<file path="src/rtl/mem_port_arbiter_pkg.sv">
// Shared state encodings, requester IDs and helpers for the unified-memory port arbiter.
package mem_port_arbiter_pkg;

  typedef enum logic [1:0] {
    ARB_IDLE   = 2'd0,
    ARB_ACCESS = 2'd1,
    ARB_RESP   = 2'd2
  } arb_state_t;

  localparam logic [1:0] REQ_FETCH = 2'd0;
  localparam logic [1:0] REQ_DATA  = 2'd1;
  localparam logic [1:0] REQ_IO    = 2'd2;
  localparam logic [1:0] GNT_NONE  = 2'd3;

  localparam int unsigned NUM_REQ = 3;

  // Next requester ID in circular (mod 3) order.
  function automatic logic [1:0] next_id(input logic [1:0] id);
    return (id == REQ_IO) ? REQ_FETCH : id + 2'd1;
  endfunction

endpackage

</file>
<file path="src/rtl/mem_port_arbiter_pick.sv">
// Combinational winner select for the memory port arbiter.
// ARB_ROUND_ROBIN_EN selects round-robin order from ptr; otherwise fixed priority data > fetch > IO.
module mem_arb_pick
  import mem_port_arbiter_pkg::*;
(
  input  logic [2:0] req,
`ifdef ARB_ROUND_ROBIN_EN
  input  logic [1:0] ptr,
`endif
  output logic       valid,
  output logic [1:0] id
);

  assign valid = |req;

`ifdef ARB_ROUND_ROBIN_EN
  // Search ptr+1, ptr+2, ptr; first requesting candidate wins.
  always_comb begin
    logic [1:0] cand;
    id   = GNT_NONE;
    cand = ptr;
    for (int unsigned i = 0; i < NUM_REQ; i++) begin
      cand = next_id(cand);
      if (req[cand] && (id == GNT_NONE)) begin
        id = cand;
      end
    end
  end
`else
  always_comb begin
    if (req[REQ_DATA])       id = REQ_DATA;
    else if (req[REQ_FETCH]) id = REQ_FETCH;
    else if (req[REQ_IO])    id = REQ_IO;
    else                     id = GNT_NONE;
  end
`endif

endmodule

</file>
<file path="src/rtl/mem_port_arbiter.sv">
// Shares the single unified-memory data port between fetch, load/store and IO/DMA requesters.
// Build option: ARB_ROUND_ROBIN_EN enables round-robin arbitration (default fixed priority).
module mem_port_arbiter
  import mem_port_arbiter_pkg::*;
#(
  parameter int unsigned WIDTH  = 16,
  parameter int unsigned ADDR_W = 16
) (
  input  logic                clk,
  input  logic                reset,
  input  logic [2:0]          req,
  input  logic [2:0]          req_we,
  input  logic [3*ADDR_W-1:0] req_addr,
  input  logic [3*WIDTH-1:0]  req_wdata,
  output logic [2:0]          ack,
  output logic [WIDTH-1:0]    rdata,
  output logic [1:0]          gnt_id,
  output logic                busy,
  output logic                mem_en,
  output logic                mem_we,
  output logic [ADDR_W-1:0]   mem_addr,
  output logic [WIDTH-1:0]    mem_wdata,
  input  logic [WIDTH-1:0]    mem_rdata
);

  arb_state_t        state, state_next;
  logic [1:0]        gnt_q;
  logic              we_q;
  logic [ADDR_W-1:0] addr_q;
  logic [WIDTH-1:0]  wdata_q;
  logic [WIDTH-1:0]  rdata_q;
  logic              pick_valid;
  logic [1:0]        pick_id;

`ifdef ARB_ROUND_ROBIN_EN
  logic [1:0]        ptr_q;

  mem_arb_pick u_pick (
    .req   (req),
    .ptr   (ptr_q),
    .valid (pick_valid),
    .id    (pick_id)
  );
`else
  mem_arb_pick u_pick (
    .req   (req),
    .valid (pick_valid),
    .id    (pick_id)
  );
`endif

  always_comb begin
    state_next = state;
    case (state)
      ARB_IDLE:   if (pick_valid) state_next = ARB_ACCESS;
      ARB_ACCESS: state_next = ARB_RESP;
      ARB_RESP:   state_next = ARB_IDLE;
      default:    state_next = ARB_IDLE;
    endcase
  end

  always_ff @(posedge clk) begin
    if (!reset) begin
      state   <= ARB_IDLE;
      gnt_q   <= GNT_NONE;
      we_q    <= 1'b0;
      addr_q  <= '0;
      wdata_q <= '0;
      rdata_q <= '0;
`ifdef ARB_ROUND_ROBIN_EN
      ptr_q   <= REQ_FETCH;
`endif
    end else begin
      state <= state_next;
      if ((state == ARB_IDLE) && pick_valid) begin
        gnt_q   <= pick_id;
        we_q    <= req_we[pick_id];
        addr_q  <= req_addr[pick_id*ADDR_W +: ADDR_W];
        wdata_q <= req_wdata[pick_id*WIDTH +: WIDTH];
`ifdef ARB_ROUND_ROBIN_EN
        ptr_q   <= pick_id;
`endif
      end
      if ((state == ARB_RESP) && !we_q) begin
        rdata_q <= mem_rdata;
      end
    end
  end

  // RAM data only arrives in RESP, so a load bypasses it to rdata there and the register holds it afterwards.
  assign rdata = ((state == ARB_RESP) && !we_q) ? mem_rdata : rdata_q;

  always_comb begin
    ack = '0;
    if (reset && (state == ARB_RESP)) begin
      ack[gnt_q] = 1'b1;
    end
  end

  assign busy      = (state != ARB_IDLE);
  assign gnt_id    = (state == ARB_IDLE) ? GNT_NONE : gnt_q;
  assign mem_en    = reset && (state == ARB_ACCESS);
  assign mem_we    = mem_en && we_q;
  assign mem_addr  = addr_q;
  assign mem_wdata = wdata_q;

endmodule
</file>
<file path="config.mk">
export PLATFORM = sky130hd
export DESIGN_NAME = mem_port_arbiter
export DESIGN_NICKNAME = d
export VERILOG_FILES = /design/src/rtl/mem_port_arbiter_pkg.sv /design/src/rtl/mem_port_arbiter_pick.sv /design/src/rtl/mem_port_arbiter.sv
export SDC_FILE = /design/constraint.sdc
export NUM_CORES = 1
export LEC_CHECK = 0
export ABC_CLOCK_PERIOD_IN_PS = 1510
export CORE_UTILIZATION = 32
export DETAILED_ROUTE_END_ITERATION = 7
export PLACE_DENSITY = 0.76
export SLEW_MARGIN = 20
export SYNTH_ARGS = -nofsm -noshare
export SYNTH_HDL_FRONTEND = slang
export SYNTH_HIERARCHICAL = 1
export SYNTH_SLANG_ARGS = --single-unit
</file>
<file path="constraint.sdc">
create_clock -name clk -period 1.51 [get_ports clk]
set_input_delay 0.302 -clock clk [delete_from_list [all_inputs] [get_ports clk]]
set_output_delay 0.302 -clock clk [all_outputs]
set_load 0.01 [all_outputs]
</file>
; Word level (Yosys, flattened, before mapping)
; Index checks and enable logic that the tools add are counted.
; W data, S select, Z words.
[word_totals]
register_bits = 53
ram_bits = 0
memories = 0
romBits = 0
latchBits = 0
output_inout_bits = 56
word_cells = 36
[op_classes]
eq_ne = 3
div = 0
bitwise_logic = 0
shifts = 2
n_lt_le_gt_ge = 3
n_reduce_logical = 10
mux = 12
n_addsub = 0
mul = 0
[op_table]
columns = operator, n
row1 = $shiftx A48 B7 Y16, 2
row2 = $mux W16, 1
row3 = $mux W2, 4
row4 = $logic_and A1 B1 Y1, 6
row5 = $lt A2 B3 Y1 const B, 2
row6 = $pmux W2 S2, 1
row7 = $mux W1, 3
row8 = $mux W3, 1
row9 = $reduce_or A3 Y1, 1
row10 = $bmux W1 S2, 1
row11 = $demux W1 S2, 1
row12 = $eq A2 B1 Y1 const B, 1
row13 = $eq A2 B2 Y1 const B, 1
row14 = $ge A2 B1 Y1 const B, 1
row15 = $logic_not A2 Y1, 1
row16 = $ne A2 B2 Y1 const B, 1
row17 = $reduce_bool A2 Y1, 1
row18 = $logic_not A1 Y1, 1

; Depth between registers and ports, before layout
; Gate-level depths: netlist (run 1).
[depth]
word_depth = 5
depth_mapped = 7

; Hierarchy
; The synthesis (run 1) kept the hierarchy.
[modules_own_cells]
columns = mod, area_per_inst_um2, instances, cells_each
row1 = mem_port_arbiter, 2598.7, 1, 259
row2 = mem_arb_pick, 17.5, 1, 3

; Least setup slack after synthesis (run 1)
; Ideal clock, no wire load.
[synth_path]
path_type = register -> output
startpoint = reg state[1]
endpoint = out rdata[10]
path_stages_with_launch = 4
t_arrival_ps = 1277
slack_ps = -69
path_cell_list = dfxtp_1 > nor3b_4 > buf_12 > mux2_4
[synth_between]
elab_chain_len = 3
[synth_lines]
columns = element, line
row1 = "start, declared", mem_port_arbiter.sv:26  ; arb_state_t state, state_next;
row2 = "start signal, assigned", mem_port_arbiter.sv:74  ; state <= state_next;
row3 = $eq A2 B2 Y1, mem_port_arbiter.sv:91  ; assign rdata = ((state == ARB_RESP) && !we_q) ? mem_rdata : rdata_q;
row4 = $logic_and A1 B1 Y1, mem_port_arbiter.sv:91
row5 = $mux W16, --
row6 = "end, declared", mem_port_arbiter.sv:16  ; output logic [WIDTH-1:0] rdata,
; No other way between the ends.

; Worst setup path after layout (run 1)
[layout_path]
startpoint = reg state[0]
endpoint = out rdata[0]
; The elaborated chain is that of the path after synthesis.

==> impl_metrics.csv, run 1 <==
group,metric,value,unit
place,gp_congestion,0.767,
status,status,"finished, violations left",
clocking,root_buffer,"clkbuf_8",
power_and_ir_drop,power.leakage,2.47,nW
yosys,syn_area,2620,µm²
finish,area_growth,99.8,%
timing,hold_violations,0,
timing,tightest_slew,0.445,ns
yosys,ys_ff_latch,53,
critical_path,cpMostUsedCell,"buf_6",
floorplanning,pin_count,176,
timing,tns,-7.43,ns
global_routing,gr-total-overflow,0,
clocking,hold_buffers,0,
floorplanning,core,7810,µm²
finish,diodes,0,
finish,layout_commonest_cell,"clkdlybuf4s50_1",
clocking,cts_max_path_buffers,2,
place,io_buffers,175,
critical_path,crit_buf_inv,4,
finish,drive_gt1_frac,0.289,
global_routing,grt_pass1_wl,14500,µm
timing,post-route-worst-setup-slack,-0.453,ns
routing,viasPerCell,5.09,
finish,nNetsFinal,580,
yosys,synth_edf_count,0,
status,failed_checks,"setup timing",
global_routing,met3_usage,0.0591,
critical_path,path_cells,"nor3b_4, buf_6, buf_16, buf_6, mux2_4, buf_6",
global_routing,antenna_found_initial,0,
floorplanning,die_y,92.4,µm
timing,setup_viol,30,
yosys,synth_cells,262,
floorplanning,start_util,0.335,
critical_path,cp-end-kind,"primary output",
global_routing,grt-busiest-layer,"met2",
critical_path,critPathArrivalTime,1.66,ns
routing,drtIter0Drc,72,
critical_path,path_delay_family,"buffers and inverters",
power_and_ir_drop,ir_worst_vdd,407,µV
yosys,async_flop_share,0,
finish,final_cell_mix,"115 x clkdlybuf4s50_1, 50 x dfxtp_1, 33 x buf_6",
timing,hold_ws,0.343,ns
critical_path,cp_slowest_cell,"dfxtp_2",
clocking,htreeDepth,2,
job,max_cap_viol_count,0,
global_routing,grtUsageMet2,0.383,
routing,via_count,2866,
yosys,syn_avg_cell_area,9.99,µm²
global_routing,grt_pass1_vias,2953,
floorplanning,dieArea,8540,µm²
timing,slew_headroom,0.704,
critical_path,cp-start-kind,"register",
yosys,syn_nets,382,
floorplanning,die_w,92.4,µm
routing,route.detailed.drc,0,
clocking,cts_buffers,5,
power_and_ir_drop,power_density,753,nW/µm²
global_routing,grt_usage,0.213,
clocking,clock_latency,0.30,ns
timing,rsz0062_at_grt,"true",
routing,wirelength,9470,µm
routing,ant_nets,0,
routing,routedWlPerCell,16.8,µm
clocking,clk_pin_slew_worst_paths,0.10,ns
critical_path,path_class,"reg2out",
global_routing,met1_usage,0.248,
timing,period_minus_slack,1.96,ns
routing,firstDrtPassIters,4,
critical_path,max_stage_delay,0.35,ns
yosys,seq_area_frac_synth,0.406,
yosys,synth_cell_types,29,
floorplanning,rows,32,
clocking,cts.sinks,53,
global_routing,grt_max_degree,50,
yosys,ys.flop_type,"dfxtp_1",
timing,clock_skew,0.00434,ns
timing,finalMaxSlewViolations,0,
timing,fin_crit_sh,1.30,
timing,max_freq,0.509,GHz
critical_path,crit_fanout,4,
yosys,yosysWarningCount,6,
hold_path,min_path_type,"in2reg",
clocking,cts_tree,"built",
power_and_ir_drop,finalPower,3.94,mW
place,hpwlAfterDp,6110,µm
critical_path,worstPathRequired,1.21,ns
==> cell families after synthesis <==
group	count (synthesis)	share of synthesized area
muxes	49	0.209
AOI/OAI and AO/OA	94	0.238
DFF	53	0.406
buffers and inverters	26	0.0497
and+or+nand+nor	40	0.0971
==> flip-flops by register name, indices dropped and copies added (netlist names) <==
name       flops
mem_addr      16
mem_wdata     16
we_q           1
rdata_q       16
gnt_q          2
state          2
==> worst min-delay path, cell delays in order <==
cell and delay, ns:
dlymetal6s2s_1 0.16, nand2_2 0.10, nor2_1 0.05
==> cell type report <==
| class | instances | area (µm²) |
|---|---|---|
| Fill cell | 600 | 2580 |
| Timing Repair Buffer | 217 | 2300 |
| Multi-Input combinational cell | 183 | 1650 |
| Sequential cell | 53 | 1060 |
| Tap cell | 102 | 128 |
| Clock buffer | 5 | 68.8 |
| Clock inverter | 3 | 22.5 |
==> path summary, 6_finish.rpt <==
check	start	end	slack (ns)	depth (start not counted)
worst max-delay path	state[0]$_SDFFE_PN0P_	rdata[0]	-0.45	6
worst min-delay path	reset	state[1]$_SDFFE_PN0P_	0.34	3
worst max register to register	state[0]$_SDFFE_PN0P_	mem_addr[15]$_SDFFE_PN0P_	-0.08	5
worst min register to register	mem_wdata[3]$_SDFFE_PN0P_	mem_wdata[3]$_SDFFE_PN0P_	0.53	2
==> metal layers <==
metal / wire length [µm] / up-vias / part of all wire
met4: 155 / 0 / 0.016
met3: 686 / 12 / 0.072
li1: - / 1357 / -
met2: 4700 / 124 / 0.50
met5: 0 / - / 0
met1: 3930 / 1373 / 0.42
==> cells in the mapped netlist, drive strengths merged, types with 7 or more instances <==
master,n,area (µm²)
dfxtp,53,1060
mux2i,33,330
o21ai,27,135
a21oi,26,130
a2bb2oi,26,228
and2,18,113
clkbuf,17,63.8
mux2,16,218
buf,9,66.3
a22o,7,61.3
o2bb2ai,7,61.3
==> timing repair <==
action	4_1_cts	5_1_grt
resized for setup	179	52
endpoints found under the setup margin	71	80
pin swaps	14	11
gates cloned	6	1
setup buffers	12	9
==> metrics by stage <==
step | utilization | cell area [µm²] | setup slack (ns) | std cells
finish | 0.670 | 5230 | -0.453 | 563
global route | 0.670 | 5230 | -0.520 | 563
floorplan | - | 2620 | -0.0122 | 262
CTS | 0.639 | 4990 | -0.443 | 556
global placement | 0.582 | 4540 | -0.570 | 530
detailed placement | 0.582 | 4540 | -0.570 | 530
==> power breakdown <==
group / internal, mW / switching, mW / total [mW]
clock network: 0.326 / 0.491 / 0.818
logic: 0.931 / 0.584 / 1.52
registers: 1.53 / 0.0739 / 1.61
total: 2.79 / 1.15 / 3.94
Power figures use the tool's default switching activity.
==> run 2: changes to the inputs <==
--- a/config.mk
+++ b/config.mk
@@ -6,11 +6,9 @@
 export NUM_CORES = 1
 export LEC_CHECK = 0
 export ABC_CLOCK_PERIOD_IN_PS = 1510
-export CORE_UTILIZATION = 32
+export CORE_UTILIZATION = 34
 export DETAILED_ROUTE_END_ITERATION = 7
-export PLACE_DENSITY = 0.76
-export SLEW_MARGIN = 20
+export PLACE_DENSITY = 0.78
 export SYNTH_ARGS = -nofsm -noshare
 export SYNTH_HDL_FRONTEND = slang
-export SYNTH_HIERARCHICAL = 1
 export SYNTH_SLANG_ARGS = --single-unit
==> run 2 against run 1 <==
  * The flow still finishes with violations (setup timing)
  * Design area fell by 1.1%
  * Clock power rose by 17%
  * Highest routed layer unchanged
  * Clock-buffer cell count rose by 1
  * Cell count rose by 12%
==> impl_metrics.csv, run 2 <==
group,metric,value,unit
routing,ant_nets,0,
place,gp_congestion,0.769,
yosys,ys.flop_type,"dfxtp_1",
global_routing,grt_max_degree,37,
yosys,async_flop_share,0,
critical_path,reg2reg_slack,0.05,ns
timing,period_minus_slack,1.83,ns
yosys,synthTopCellsByCount,"53 x dfxtp_1, 37 x nor2_1, 35 x nand2_1, 35 x o21ai_0",
yosys,synth_cell_types,26,
yosys,ys_top_cells_by_area,"dfxtp_1 37%, a221oi_1 10%, a211oi_1 8.7%",
timing,setup_viol,22,
timing,finalMaxSlewViolations,0,
clocking,cts_tree,"built",
timing,tightest_slew,0.309,ns
critical_path,worstPathRequired,1.21,ns
routing,drtIter0Drc,102,
timing,max_freq,0.547,GHz
hold_path,min_path_type,"reg2reg",
power_and_ir_drop,power.leakage,2.20,nW
power_and_ir_drop,finalPower,3.93,mW
critical_path,path_class,"reg2out",
routing,firstDrtPassIters,4,
critical_path,cp-start-kind,"register",
power_and_ir_drop,power_density,761,nW/µm²
floorplanning,die_y,93.5,µm
finish,drive_gt1_frac,0.202,
yosys,syn_nets,459,
finish,final_cell_area,5170,µm²
global_routing,grt_pass1_wl,15500,µm
yosys,synth_most_common_cell,"dfxtp_1",
timing,tns,-5.29,ns
critical_path,crit_fanout,8,
yosys,yosysTopAreaCellShare,0.373,
timing,clock_skew,0.00216,ns
global_routing,grt_pass1_vias,3191,
place,io_buffers,175,
timing,fin_crit_sh,1.21,
global_routing,antenna_found_initial,0,
critical_path,r2r_end,"rdata_q[3]$_SDFF_PN0_",
status,status,"finished, violations left",
status,failed_checks,"setup timing",
yosys,syn_avg_cell_area,8.39,µm²
timing,rsz0062_at_grt,"true",
clocking,clk_pin_slew_worst_paths,0.09,ns
finish,final_cell_mix,"117 x clkdlybuf4s50_1, 50 x dfxtp_1, 36 x nor2_1",
critical_path,endpoint,"rdata[12]",
yosys,yosysWarningCount,0,
finish,area_growth,81.7,%
clocking,cts_max_path_buffers,2,
finish,multi_input_area,1760,µm²
place,placed_cell_area,4840,µm²
critical_path,max_stage_delay,0.34,ns
place,hpwlAfterDp,7290,µm
finish,fillers,666,
critical_path,path_cells,"nor3b_4, buf_6, mux2_4, buf_6",
floorplanning,pin_count,176,
floorplanning,rows,32,
floorplanning,core,7930,µm²
timing,hold_violations,0,
yosys,synth_edf_count,0,
global_routing,grt_usage,0.227,
place,dp_worst_setup_slack,-0.531,ns
finish,diodes,0,
routing,viasPerCell,5.17,
job,max_cap_viol_count,0,
yosys,ys_ff_latch,53,
clocking,root_buffer,"clkbuf_8",
yosys,synth_top_area_cell,"dfxtp_1",
critical_path,r2r_start,"we_q$_SDFFE_PN0P_",
timing,slew_headroom,0.794,
yosys,seq_area_frac_synth,0.373,
finish,nNetsFinal,648,
finish,layout_commonest_cell,"clkdlybuf4s50_1",
clocking,cts.sinks,53,
routing,wirelength,10100,µm
floorplanning,die_w,93.5,µm
critical_path,cp-end-kind,"primary output",
yosys,synth_cells,339,
routing,via_count,3260,
power_and_ir_drop,ir_worst_vdd,387,µV
routing,route.detailed.drc,0,
global_routing,gr-total-overflow,0,
critical_path,cp_slowest_cell,"dfxtp_2",
floorplanning,start_util,0.359,
finish,ff_latch_area,1070,µm²
timing,post-route-worst-setup-slack,-0.317,ns
clocking,htreeDepth,2,
routing,routedWlPerCell,16.0,µm
critical_path,critPathArrivalTime,1.53,ns
critical_path,reg2reg_depth,5,
clocking,clock_latency,0.30,ns
yosys,syn_area,2840,µm²
clocking,cts_buffers,5,
floorplanning,dieArea,8730,µm²
critical_path,cp-startpoint,"we_q$_SDFFE_PN0P_",
critical_path,cpMostUsedCell,"buf_6",
[run 2: cells by family (layout without fill, tap and decap cells)]
family / after synthesis / after routing / share of synthesized area
simple gates: 135 / 135 / 0.244
flops: 53 / 53 / 0.373
buf+inv: 33 / 223 / 0.0541
mux: 16 / 16 / 0.0765
compound gates: 102 / 102 / 0.252
[run 2: per-layer routing]
metal | global-route usage | up-vias | routed length (µm) | share of wire
met5 | 0 | - | 0 | 0
met4 | 0.0462 | 0 | 68 | 0.0068
met3 | 0.0642 | 6 | 940 | 0.093
met2 | 0.415 | 150 | 5000 | 0.50
li1 | - | 1592 | - | -
met1 | 0.262 | 1512 | 4060 | 0.40
[run 2: how the worst min path moves through the flow]
stage               depth (start not counted)                      start  slack, ns                         to
CTS                                         2  mem_wdata[0]$_SDFFE_PN0P_       0.51  mem_wdata[0]$_SDFFE_PN0P_
floorplan                                   1      state[1]$_SDFFE_PN0P_       0.43      state[1]$_SDFFE_PN0P_
finish                                      2   mem_addr[4]$_SDFFE_PN0P_       0.50   mem_addr[4]$_SDFFE_PN0P_
global placement                            2  mem_addr[14]$_SDFFE_PN0P_       0.49  mem_addr[14]$_SDFFE_PN0P_
global route                                2   mem_addr[1]$_SDFFE_PN0P_       0.53   mem_addr[1]$_SDFFE_PN0P_
detailed placement                          2  mem_wdata[0]$_SDFFE_PN0P_       0.49  mem_wdata[0]$_SDFFE_PN0P_
[run 2: worst max-delay path, delay by kind of cell, from the launching register on]
| family | cells | cell delay (ns) |
|---|---|---|
| multiplexers | 1 | 0.33 |
| buffers and inverters | 2 | 0.32 |
| flip-flops | 1 | 0.34 |
| AND/OR/NAND/NOR | 1 | 0.23 |
[run 2: final cells by class]
class	count	share of cell area
clock buffer	6	0.0140
timing repair buffer	214	0.406
clock inverter	2	0.00678
multi-input combinational	253	0.341
inverter	1	0.00121
tap	102	0.0247
sequential	53	0.207
[run 2: report_power, final]
group          switching (mW)  leakage [nW]  internal [mW]
sequential             0.0899         0.438           1.53
combinational           0.567          1.71          0.788
clock                   0.464        0.0552          0.493
[run 2: per-stage QoR]
| step | cells | hold slack, ns | util |
|---|---|---|---|
| detailed placement | 614 | 0.494 | 0.611 |
| global route | 631 | 0.525 | 0.652 |
| global placement | 614 | 0.488 | 0.611 |
| floorplan | 339 | 0.434 | - |
| CTS | 626 | 0.505 | 0.631 |
| finish | 631 | 0.505 | 0.652 |
[run 2: what timing repair did]
action | in CTS | in global routing
hold buffers | 0 | 0
gates resized for setup | 153 | 39
pin swaps | 4 | 10
hold endpoints to repair | 0 | 0
setup buffers | 3 | 6
endpoints found under the setup margin | 53 | 51
cloned | 1 | 1
==> run 3: changes to the inputs <==
--- a/config.mk
+++ b/config.mk
@@ -6,6 +6,7 @@
 export NUM_CORES = 1
 export LEC_CHECK = 0
 export ABC_CLOCK_PERIOD_IN_PS = 1510
+export CORE_MARGIN = 4
 export CORE_UTILIZATION = 34
 export DETAILED_ROUTE_END_ITERATION = 7
 export PLACE_DENSITY = 0.78
==> run 3 against run 2 <==
  * The flow still finishes with violations (setup timing)
  * Sequential power about the same
  * Worst setup slack lost 0.073 ns
  * Clock power shrank 18%
  * Non-clock buffer count grew 1
  * Highest routed layer unchanged
  * Worst hold slack improved by 0.0022 ns
  * Combinational power barely moved
  * Utilization fell by 2.3 points
  * Via count fell by 0.46%
  * Sequential cell count stayed put
  * Register-to-register slack got worse by 0.06 ns
  * Routed wire length is 2.3% higher
  * Critical path depth grew 1
==> impl_metrics.csv, run 3 (synthesized netlist as in run 2, its figures left out) <==
group,metric,value,unit
power_and_ir_drop,power_density,731,nW/µm²
routing,wl_met3,856,µm
clocking,cts_tree,"built",
timing,period_minus_slack,1.90,ns
routing,ant_nets,0,
global_routing,grt_pass1_wl,16300,µm
critical_path,path_delay_family,"buffers and inverters",
critical_path,critPathArrivalTime,1.60,ns
routing,route.detailed.drc,0,
floorplanning,start_util,0.348,
place,gp_congestion,0.843,
finish,final_cell_mix,"116 x clkdlybuf4s50_1, 51 x dfxtp_1, 36 x nor2_1",
timing,setup_viol,20,
finish,post-route-util,0.629,
global_routing,gr-total-overflow,0,
timing,finalMaxSlewViolations,0,
timing,tns,-5.81,ns
critical_path,path_cells,"nor3b_4, buf_6, buf_6, mux2_4, buf_6",
routing,firstDrtPassIters,4,
status,failed_checks,"setup timing",
floorplanning,die_y,99.5,µm
floorplanning,dieArea,9890,µm²
floorplanning,pin_count,176,
routing,wl_met1,4100,µm
routing,drtIter0Drc,105,
clocking,clk_pin_slew_worst_paths,0.10,ns
finish,layout_commonest_cell,"clkdlybuf4s50_1",
clocking,clock_latency,0.30,ns
clocking,root_buffer,"clkbuf_8",
critical_path,max_stage_delay,0.34,ns
global_routing,grt_usage,0.201,
routing,viasPerCell,5.11,
global_routing,antenna_found_initial,0,
timing,post-route-worst-setup-slack,-0.390,ns
clocking,cts_max_path_buffers,2,
timing,fin_crit_sh,1.26,
place,io_buffers,175,
routing,wirelength,10300,µm
critical_path,cp-end-kind,"primary output",
routing,top_layer,"met4",
floorplanning,core,8180,µm²
critical_path,cp_slowest_cell,"dfxtp_2",
clocking,htreeDepth,2,
finish,area_growth,80.9,%
job,max_cap_viol_count,0,
finish,stdcell_count,635,
timing,max_freq,0.526,GHz
place,hpwlAfterDp,7560,µm
critical_path,worstPathRequired,1.21,ns
critical_path,path_class,"reg2out",
clocking,cts_buffers,5,
timing,rsz0062_at_grt,"true",
global_routing,grt_max_degree,53,
critical_path,crit_fanout,7,
critical_path,cp-start-kind,"register",
clocking,hold_buffers,0,
finish,nNetsFinal,649,
status,status,"finished, violations left",
power_and_ir_drop,finalPower,3.76,mW
hold_path,min_path_type,"reg2reg",
place,dp_worst_setup_slack,-0.507,ns
clocking,cts.sinks,53,
timing,tightest_slew,0.452,ns
timing,hold_violations,0,
global_routing,grt_pass1_vias,3288,
routing,wl_met2,5200,µm
timing,clock_skew,0.00657,ns
critical_path,cpMostUsedCell,"buf_6",
finish,diodes,0,
finish,drive_gt1_frac,0.215,
timing,slew_headroom,0.699,
floorplanning,rows,33,
power_and_ir_drop,power.leakage,2.13,nW
routing,via_count,3245,
power_and_ir_drop,ir_worst_vdd,515,µV
place,post-place-cells,618,
routing,routedWlPerCell,16.2,µm
floorplanning,die_w,99.5,µm
critical_path,crit_buf_inv,3,
==> run 3: changes by cell type in the layout (fill, tap and decap cells not counted), sizes merged <==
cell / change
bufinv: -1
clkinv: -1
clkinvlp: +2
dlymetal6s2s: -5
clkdlybuf4s50: -1
buf: +1
dlygate4sd2: +6
==> run 3: what timing repair did <==
item,CTS,global route
buffers inserted,9,3
pin swaps,3,2
resized for setup,172,24
setup endpoints to repair,72,57
hold endpoints to repair,0,0
==> run 3: metrics by stage <==
stage               instance area, µm²  hold slack, ns
floorplan                         2850           0.434
finish                            5140           0.507
global placement                  4830           0.488
global route                      5140           0.528
CTS                               5030           0.506
detailed placement                4830           0.494
==> run 3: path summary, 6_finish.rpt <==
| kind | from | cells after the start | slack (ns) | to |
|---|---|---|---|---|
| hold reg to reg | mem_addr[10]$_SDFFE_PN0P_ | 2 | 0.51 | mem_addr[10]$_SDFFE_PN0P_ |
| setup / recovery | state[0]$_SDFFE_PN0P_ | 5 | -0.39 | rdata[3] |
| hold / removal | mem_addr[10]$_SDFFE_PN0P_ | 2 | 0.51 | mem_addr[10]$_SDFFE_PN0P_ |
| setup reg to reg | state[0]$_SDFFE_PN0P_ | 6 | -0.01 | rdata_q[3]$_SDFF_PN0_ |
==> run 3: cell type report <==
cell class                 count  area [µm²]
sequential                    53        1070
fill                         702        3030
inverter                       1        6.26
multi-input combinational    253        1770
tap                          105         131
timing repair buffer         215        2080
clock buffer                   6        72.6
clock inverter                 2        15.0
==> run 3: per-layer routing <==
layer | global-route usage | vias to the layer above
met5 | 0 | -
met4 | 0.0389 | 0
met3 | 0.0582 | 14
met2 | 0.357 | 142
met1 | 0.241 | 1496
li1 | - | 1593
==> run 3: power breakdown <==
part	switching, mW	internal, mW	total (mW)	leakage (nW)
clock	0.459	0.328	0.786	0.0374
combinational	0.569	0.783	1.35	1.66
sequential	0.0903	1.53	1.62	0.438
total	1.12	2.64	3.76	2.13
==> run 3: worst min-delay path, cell delays in order, from the launching register on <==
cell	delay [ns]
dfxtp_1	0.33
nor2_1	0.10
a211oi_1	0.04
